===== src/rtl/div_pkg.sv =====
// Shared types and defaults for the repeated-subtraction divider.
// The optional DIV_FAST_EN build swaps the subtract loop for a shift-subtract loop.
package div_pkg;

  localparam int DIV_WIDTH_DEFAULT = 16;

  typedef enum logic [2:0] {
    IDLE,
    LDA,
    LDB,
    SUB,
    DONE
  } div_state_t;

endpackage


===== src/rtl/div_repsub_datapath.sv =====
// R, D and Q registers with subtractor and compare, driven by controller strobes.
// With DIV_FAST_EN the loop becomes a WIDTH-step restoring shift-subtract.
module div_repsub_datapath
  import div_pkg::*;
#(
  parameter int WIDTH = DIV_WIDTH_DEFAULT
) (
  input  logic             clk,
  input  logic             rst,
  input  logic [WIDTH-1:0] data_in,
  input  logic             load_a,
  input  logic             load_b,
  input  logic             clear,
  input  logic             sub,
  input  logic             inc,
  output logic [WIDTH-1:0] quotient,
  output logic [WIDTH-1:0] remainder,
`ifdef DIV_FAST_EN
  output logic             last,
`else
  output logic             ge,
`endif
  output logic             d_is_zero
);

  logic [WIDTH-1:0] r;
  logic [WIDTH-1:0] d;
  logic [WIDTH-1:0] q;

  assign d_is_zero = (data_in == '0);
  assign quotient  = q;
  assign remainder = r;

`ifdef DIV_FAST_EN
  localparam int CNT_W = (WIDTH > 1) ? $clog2(WIDTH) : 1;

  logic [CNT_W-1:0] cnt;
  logic [WIDTH:0]   shifted;
  logic [WIDTH:0]   trial;
  logic             step_ge;

  // Q doubles as the dividend shift register; its MSB feeds the partial remainder.
  assign shifted = {r, q[WIDTH-1]};
  assign trial   = shifted - {1'b0, d};
  assign step_ge = (shifted >= {1'b0, d});
  assign last    = (cnt == '0);

  always_ff @(posedge clk) begin
    if (rst) begin
      r   <= '0;
      d   <= '0;
      q   <= '0;
      cnt <= '0;
    end else begin
      if (load_a) r <= data_in;
      if (load_b) begin
        d   <= data_in;
        cnt <= CNT_W'(WIDTH - 1);
      end
      if (clear) begin
        if (d_is_zero) begin
          q <= '1;
        end else begin
          q <= r;
          r <= '0;
        end
      end
      if (sub) r <= step_ge ? trial[WIDTH-1:0] : shifted[WIDTH-1:0];
      if (inc) begin
        q   <= {q[WIDTH-2:0], step_ge};
        cnt <= cnt - CNT_W'(1);
      end
    end
  end
`else
  assign ge = (r >= d);

  always_ff @(posedge clk) begin
    if (rst) begin
      r <= '0;
      d <= '0;
      q <= '0;
    end else begin
      if (load_a) r <= data_in;
      if (load_b) d <= data_in;
      if (clear)  q <= d_is_zero ? '1 : '0;
      if (sub)    r <= r - d;
      if (inc)    q <= q + WIDTH'(1);
    end
  end
`endif

endmodule


===== src/rtl/div_repsub.sv =====
// Unsigned divider top: Moore controller around div_repsub_datapath.
// Define DIV_FAST_EN for the fixed-latency shift-subtract variant.
module div_repsub
  import div_pkg::*;
#(
  parameter int WIDTH = DIV_WIDTH_DEFAULT
) (
  input  logic             clk,
  input  logic             rst,
  input  logic             start,
  input  logic [WIDTH-1:0] data_in,
  output logic [WIDTH-1:0] quotient,
  output logic [WIDTH-1:0] remainder,
  output logic             done,
  output logic             div_zero,
  output logic             busy
);

  div_state_t state_q;
  div_state_t state_d;
  logic       load_a;
  logic       load_b;
  logic       clear;
  logic       sub;
  logic       inc;
  logic       d_is_zero;
`ifdef DIV_FAST_EN
  logic       last;
`else
  logic       ge;
`endif

  div_repsub_datapath #(.WIDTH(WIDTH)) u_datapath (
    .clk       (clk),
    .rst       (rst),
    .data_in   (data_in),
    .load_a    (load_a),
    .load_b    (load_b),
    .clear     (clear),
    .sub       (sub),
    .inc       (inc),
    .quotient  (quotient),
    .remainder (remainder),
`ifdef DIV_FAST_EN
    .last      (last),
`else
    .ge        (ge),
`endif
    .d_is_zero (d_is_zero)
  );

  always_ff @(posedge clk) begin
    if (rst) begin
      state_q  <= IDLE;
      div_zero <= 1'b0;
    end else begin
      state_q <= state_d;
      if (state_q == LDB) div_zero <= d_is_zero;
    end
  end

  always_comb begin
    state_d = state_q;
    load_a  = 1'b0;
    load_b  = 1'b0;
    clear   = 1'b0;
    sub     = 1'b0;
    inc     = 1'b0;
    case (state_q)
      IDLE: if (start) state_d = LDA;
      LDA: begin
        load_a  = 1'b1;
        state_d = LDB;
      end
      LDB: begin
        load_b  = 1'b1;
        clear   = 1'b1;
        state_d = d_is_zero ? DONE : SUB;
      end
      SUB: begin
`ifdef DIV_FAST_EN
        sub = 1'b1;
        inc = 1'b1;
        if (last) state_d = DONE;
`else
        // The final compare that fails costs one extra SUB cycle.
        if (ge) begin
          sub = 1'b1;
          inc = 1'b1;
        end else begin
          state_d = DONE;
        end
`endif
      end
      DONE: if (start) state_d = LDA;
      default: state_d = IDLE;
    endcase
  end

  assign done = (state_q == DONE);
  assign busy = (state_q == LDA) || (state_q == LDB) || (state_q == SUB);

endmodule


===== config.mk =====
export PLATFORM = sky130hd
export DESIGN_NAME = div_repsub
export DESIGN_NICKNAME = d
export VERILOG_FILES = /design/src/rtl/div_pkg.sv /design/src/rtl/div_repsub_datapath.sv /design/src/rtl/div_repsub.sv
export SDC_FILE = /design/constraint.sdc
export NUM_CORES = 1
export LEC_CHECK = 0
export ABC_AREA = 1
export CAP_MARGIN = 20
export CORE_MARGIN = 8
export CORE_UTILIZATION = 35
export DETAILED_ROUTE_END_ITERATION = 8
export HOLD_SLACK_MARGIN = 0.06
export MAX_ROUTING_LAYER = met4
export PLACE_DENSITY = 0.54
export SYNTH_ARGS = -nofsm -noshare
export SYNTH_HDL_FRONTEND = slang
export SYNTH_SLANG_ARGS = --single-unit
export TNS_END_PERCENT = 5

===== constraint.sdc =====
create_clock -name clk -period 2 [get_ports clk]
set_input_delay 0.4 -clock clk [delete_from_list [all_inputs] [get_ports clk]]
set_output_delay 0.4 -clock clk [all_outputs]
set_load 0.02 [all_outputs]

==> flow_summary.toml, run 1 <==
[run_status]
status = "complete, but fails checks"
violations = "negative setup slack"

[place]
port_buffers = 53
dp.cells = 786
dpl.hpwl_um = 8390
placed_area_sq_um = 4730
gp_congestion = 0.894

[floorplanning]
core_area_sq_um = 10400
io_pins = 54
placementRows = 37
die_w_um = 119
die_h_um = 119
initial_core_util_pct = 36.1
dieArea_sq_um = 14300

[logic_synthesis]
synth_top_flop_cell = "dfxtp_1"
yosysTopAreaCellShare_pct = 27.8
synth-seq-area-share_pct = 27.8
synth_area_leaders = "dfxtp_1 (28%), nand2_1 (14%), inv_1 (9.3%)"
synth_cell_type_count = 36
ys_seq_elements = 52
synth_top_area_cell = "dfxtp_1"
synth_edf_count = 0
ys_async_sr_fraction_pct = 0
postSynthCellCount = 568
yosysWarningCount = 0
post_synth.cell_area_avg_sq_um = 6.60
syn_area_sq_um = 3750
syn-num-nets = 605

[cells_and_area]
stdcell_count = 807
diodes = 0
design_area_sq_um = 5120
syn_to_final_growth_pct = 36.6
drive_above_1_share_pct = 20.3
layout_common_cells = "nand2_1 (134), inv_1 (91), buf_4 (55), clkdlybuf4s50_1 (51), dfxtp_1 (49)"
final_nets = 707
final_common_cell = "nand2_1"

[timing]
setup_ws_ps = -105
rsz0062_at_grt = "true"
finalHoldViolations = 0
period_share_pct = 105
finClkSkew_ps = 8.84
slew_headroom_pct = 68.6
fmax_ghz = 0.475
tns_ps = -1340
finalSetupViolCount = 25
whs_ps = 480
worst_slew_pin_slew_ps = 471
fin_crit_ps = 2100
drv_slew = 0

[power]
total_switching_power_mw = 4.26
p_seq_share_pct = 17.1
powerDensity_nw_per_um2 = 1660
p_leak_nw = 2.37
vdd_drop_max_v = 0.000644
clockPowerShare_pct = 7.8
power_frac_comb_pct = 75.1
power.internal_mw = 4.25
switching_share_pct = 50.1
finalPower_mw = 8.51

[global_routing]
grt_first_pass_wirelength_um = 18900
grt_max_degree = 32
grt_pass1_vias = 3905
gr-usage-all-layers_pct = 16.5
grt-ovfl-total = 0
grt_antenna_before_repair = 0

[cts]
cts-buffers-inserted = 5
clock_latency_ps = 320
cts.sinks = 52
htreeDepth = 2
cts_tree = "yes"
clockBufferDepth = 2
cts-root-buf = "clkbuf_8"
path_clk_slew_ps = 100
ctsHoldBuffers = 0

[routing]
drc_errors = 0
wl_per_cell_um = 13.8
dr.pass1.iters = 4
viasPerCell = 4.79
totalWireLength_um = 11200
dr_total_vias = 3869
drt_iter0_markers = 148
antenna_left = 0

[worst_hold_path]
hold_start = "div_zero"
hp-class = "register to register"

[critical_path]
cpMostUsedCell = "nand3_2"
crit_start = "u_datapath.remainder[0]"
max_stage_delay_ps = 400
path_max_fanout = 5
critical_path_class = "register to register"
r2r_start = "u_datapath.remainder[0]"
worstPathArrival_ps = 2320
worstSetupStartpointType = "register"
end_kind = "register"
crit_chain = "inv_2 -> ha_4 -> fa_2 -> inv_2 -> nand2_2 -> nand2_2 -> nand3_2 -> nand3_2 -> nand2_4 -> nand2_8 -> nand2_8 -> buf_4 -> buf_16 -> nand3_2 -> a21oi_1"
crit_path_top_delay_cell = "fa_2"
crit_required_ps = 2220

[run]
drv_cap = 0
-- cell families after synthesis --
group                    after synthesis  synth area share (%)
AO/OA/AOI/OAI                         83                  11.6
XOR/XNOR                              20                  4.68
adder cells (fa/ha/maj)               18                  6.21
buffers and inverters                118                  13.5
flip-flops                            52                  27.8
AND/OR/NAND/NOR                      277                  36.2
-- repair_timing --
action,in CTS,in global routing
buffers inserted,6,3
setup endpoints to repair,29,36
cloned,5,0
pin swaps,8,11
gates resized for setup,19,16
-- worst max-delay path: cells and delay by family (launching register included) --
family	cells	cell delay, ps
simple gates	8	600
fa+ha+maj	2	550
buf+inv	4	410
flops	1	360
compound gates	1	60
-- power groups by stage --
stage	clock network [mW]	registers [mW]	logic, mW
after floorplan	0	1.58	3.85
after global placement	0	1.47	5.64
after detailed placement	0	1.47	5.65
after CTS	0.686	1.45	6.23
after global routing	0.724	1.49	7.14
final	0.660	1.46	6.39
-- synth_stat cells (all sizes together), types with 4 or more instances --
library cell / count
nand2: 143
xnor2: 10
nor3: 15
nor2: 40
buf: 12
o21ai: 24
dfxtp: 52
nand4: 5
ha: 17
nand3b: 8
nand3: 62
a21oi: 52
a31oi: 4
clkbuf: 10
xor2: 10
inv: 96
-- metal layers --
metal | wire length, um | share of wire, % | track usage (%) | up-vias
met5 | 0 | 0 | - | -
met4 | 144 | 1.3 | 4.22 | 0
met3 | 252 | 2.3 | 2.36 | 11
met2 | 5650 | 51 | 29.1 | 43
met1 | 5120 | 46 | 19.0 | 1812
li1 | - | - | - | 2003
-- stage by stage --
step	setup WS [ps]	utilization, %
after floorplan	-79.3	-
after global placement	-114	45.6
after detailed placement	-143	45.6
after CTS	-40.9	48.6
after global routing	-218	49.3
final	-105	49.3
-- registers in the layout (all words and copies together) (netlist names) --
signal / count
u_datapath.d: 16
u_datapath.quotient: 16
u_datapath.remainder: 16
state_q: 3
div_zero: 1
-- area by class of cell --
cell class,count,area (sq um)
tap,136,170
clock buffer,7,86.3
multi-input combinational,399,2330
sequential,52,1050
fill,1125,5250
inverter,96,360
timing repair buffer,116,1120
clock inverter,1,7.51
-- path summary, 6_finish.rpt --
path / endpoint / slack (ps) / cells after the start
worst max register to register: u_datapath.remainder[13] / -100 / 15
worst min-delay path: div_zero / 480 / 2
worst min register to register: div_zero / 480 / 2
worst max-delay path: u_datapath.remainder[13] / -100 / 15
No activity file was read; power rests on OpenSTA's default activity.
==> run 2, diff against run 1 <==
Settings changed: CORE_ASPECT_RATIO set to 1.25, PLACE_DENSITY 0.54 to 0.52.
Clock period 2 ns to 2.27 ns, I/O delays scaled along.
==> flow_summary.toml, run 2 (synthesis gave the netlist of run 1 again) <==
[cts]
cts-root-buf = "clkbuf_16"
cts_tree = "yes"
cts-buffers-inserted = 5
htreeDepth = 2
clock_latency_ps = 290
clockBufferDepth = 2
path_clk_slew_ps = 70
cts.sinks = 52
post_cts_buffers = 0

[critical_path]
path_max_fanout = 15
worstSetupStartpointType = "register"
crit_required_ps = 2490
end_kind = "register"
worstPathArrival_ps = 2310
critical_path_class = "register to register"

[place]
dpl.hpwl_um = 7960
dp.cells = 747
port_buffers = 53
gp_congestion = 0.929

[cells_and_area]
diodes = 0
final_nets = 659
drive_above_1_share_pct = 10.9
final_common_cell = "nand2_1"
layout_common_cells = "nand2_1 (138), inv_1 (93), clkdlybuf4s50_1 (53), dfxtp_1 (52), a21oi_1 (51)"
stdcell_count = 755
fin_util_pct = 44.2
syn_to_final_growth_pct = 24.1

[timing]
worst_slew_pin_slew_ps = 460
slew_headroom_pct = 69.3
period_share_pct = 91.9
tns_ps = 0
finClkSkew_ps = 3.06
drv_slew = 0
whs_ps = 478
finalHoldViolations = 0
rsz0062_at_grt = "true"
finalSetupViolCount = 0
fmax_ghz = 0.479
fin_crit_ps = 2090

[routing]
viasPerCell = 4.83
dr_total_vias = 3647
dr.pass1.iters = 4
totalWireLength_um = 10400
drt_iter0_markers = 111
drc_errors = 0
antenna_left = 0
wl_per_cell_um = 13.8

[global_routing]
grt_max_degree = 32
grt_pass1_vias = 3720
gr-usage-all-layers_pct = 15.5
grt_first_pass_wirelength_um = 17700
grt-ovfl-total = 0
grt_antenna_before_repair = 0

[floorplanning]
io_pins = 54
core_area_sq_um = 10500
initial_core_util_pct = 35.6
die_h_um = 132
dieArea_sq_um = 14300
placementRows = 42
die_w_um = 109

[worst_hold_path]
hp-class = "register to register"

[power]
finalPower_mw = 6.83
vdd_drop_max_v = 0.000588
p_leak_nw = 2.11
powerDensity_nw_per_um2 = 1470

[run_status]
status = "finished, final reports clean"

[run]
drv_cap = 0
-- run 2: cell types whose count changed in the layout (fill, tap and decap cells not counted), moves of 3 or more --
cell | before | now
a21oi_2 | 4 | 1
clkbuf_8 | 6 | 2
buf_16 | 4 | 0
nand2_1 | 134 | 138
dfxtp_1 | 49 | 52
clkbuf_16 | 0 | 5
nand3_2 | 27 | 23
buf_4 | 55 | 12
nand3_1 | 34 | 39
a21oi_1 | 48 | 51
-- run 2: worst max-delay path, cell delays in order, from the launching register on --
cell	delay, ps
dfxtp_1	330
inv_1	50
ha_1	220
fa_2	360
inv_1	60
nand2_1	50
nand2_1	80
nand3_2	80
nand3_2	80
nand2_2	80
nand2_4	80
buf_4	220
nand3b_1	110
nand2_1	60
inv_1	40
a21oi_1	120
-- run 2: layout make-up --
class                   instances  area, sq um
flip-flops and latches         52         1040
well taps                     132          165
multi-input cells             398         2210
repair buffers                 69          687
clock buffers                   7          153
fillers                      1137         5860
inverters                      96          360
clock inverters                 1         30.0
-- run 2: metal layers --
layer	up-vias	GRT usage [%]	part of all wire, %
met2	52	26.5	50
li1	1901	-	-
met5	-	-	0
met4	0	5.03	2.3
met1	1677	17.8	45
met3	17	2.40	2.4
-- run 2: worst paths after layout --
| kind | from | cells after the start | to | slack, ps |
|---|---|---|---|---|
| max | u_datapath.remainder[0] | 15 | u_datapath.remainder[0] | 180 |
| min | div_zero | 2 | div_zero | 480 |
| max reg2reg | u_datapath.remainder[0] | 15 | u_datapath.remainder[0] | 180 |
| min reg2reg | div_zero | 2 | div_zero | 480 |
-- run 2: repair_timing --
item                                    4_1_cts  5_1_grt
endpoints found under the setup margin        0       33
hold buffers                                  0        0
resized for setup                             0        8
hold endpoints to repair                      0        0
-- run 2: power by group --
group	switching [mW]	internal (mW)	leakage, nW
registers	0.159	1.12	0.423
clock network	0.356	0.582	0.0901
logic	2.90	1.71	1.60
-- run 2: per-stage QoR --
stage	area, sq um	setup slack, ps
floorplan	3750	15.9
global placement	4440	24.7
detailed placement	4440	39.2
CTS	4620	12.8
global route	4650	-19.7
finish	4650	184
==> run 3, diff against run 2 <==
Settings changed: CAP_MARGIN 20 to 40.
==> results of run 3 <==
The final DEF is identical to that of run 2; final timing and power are the same.
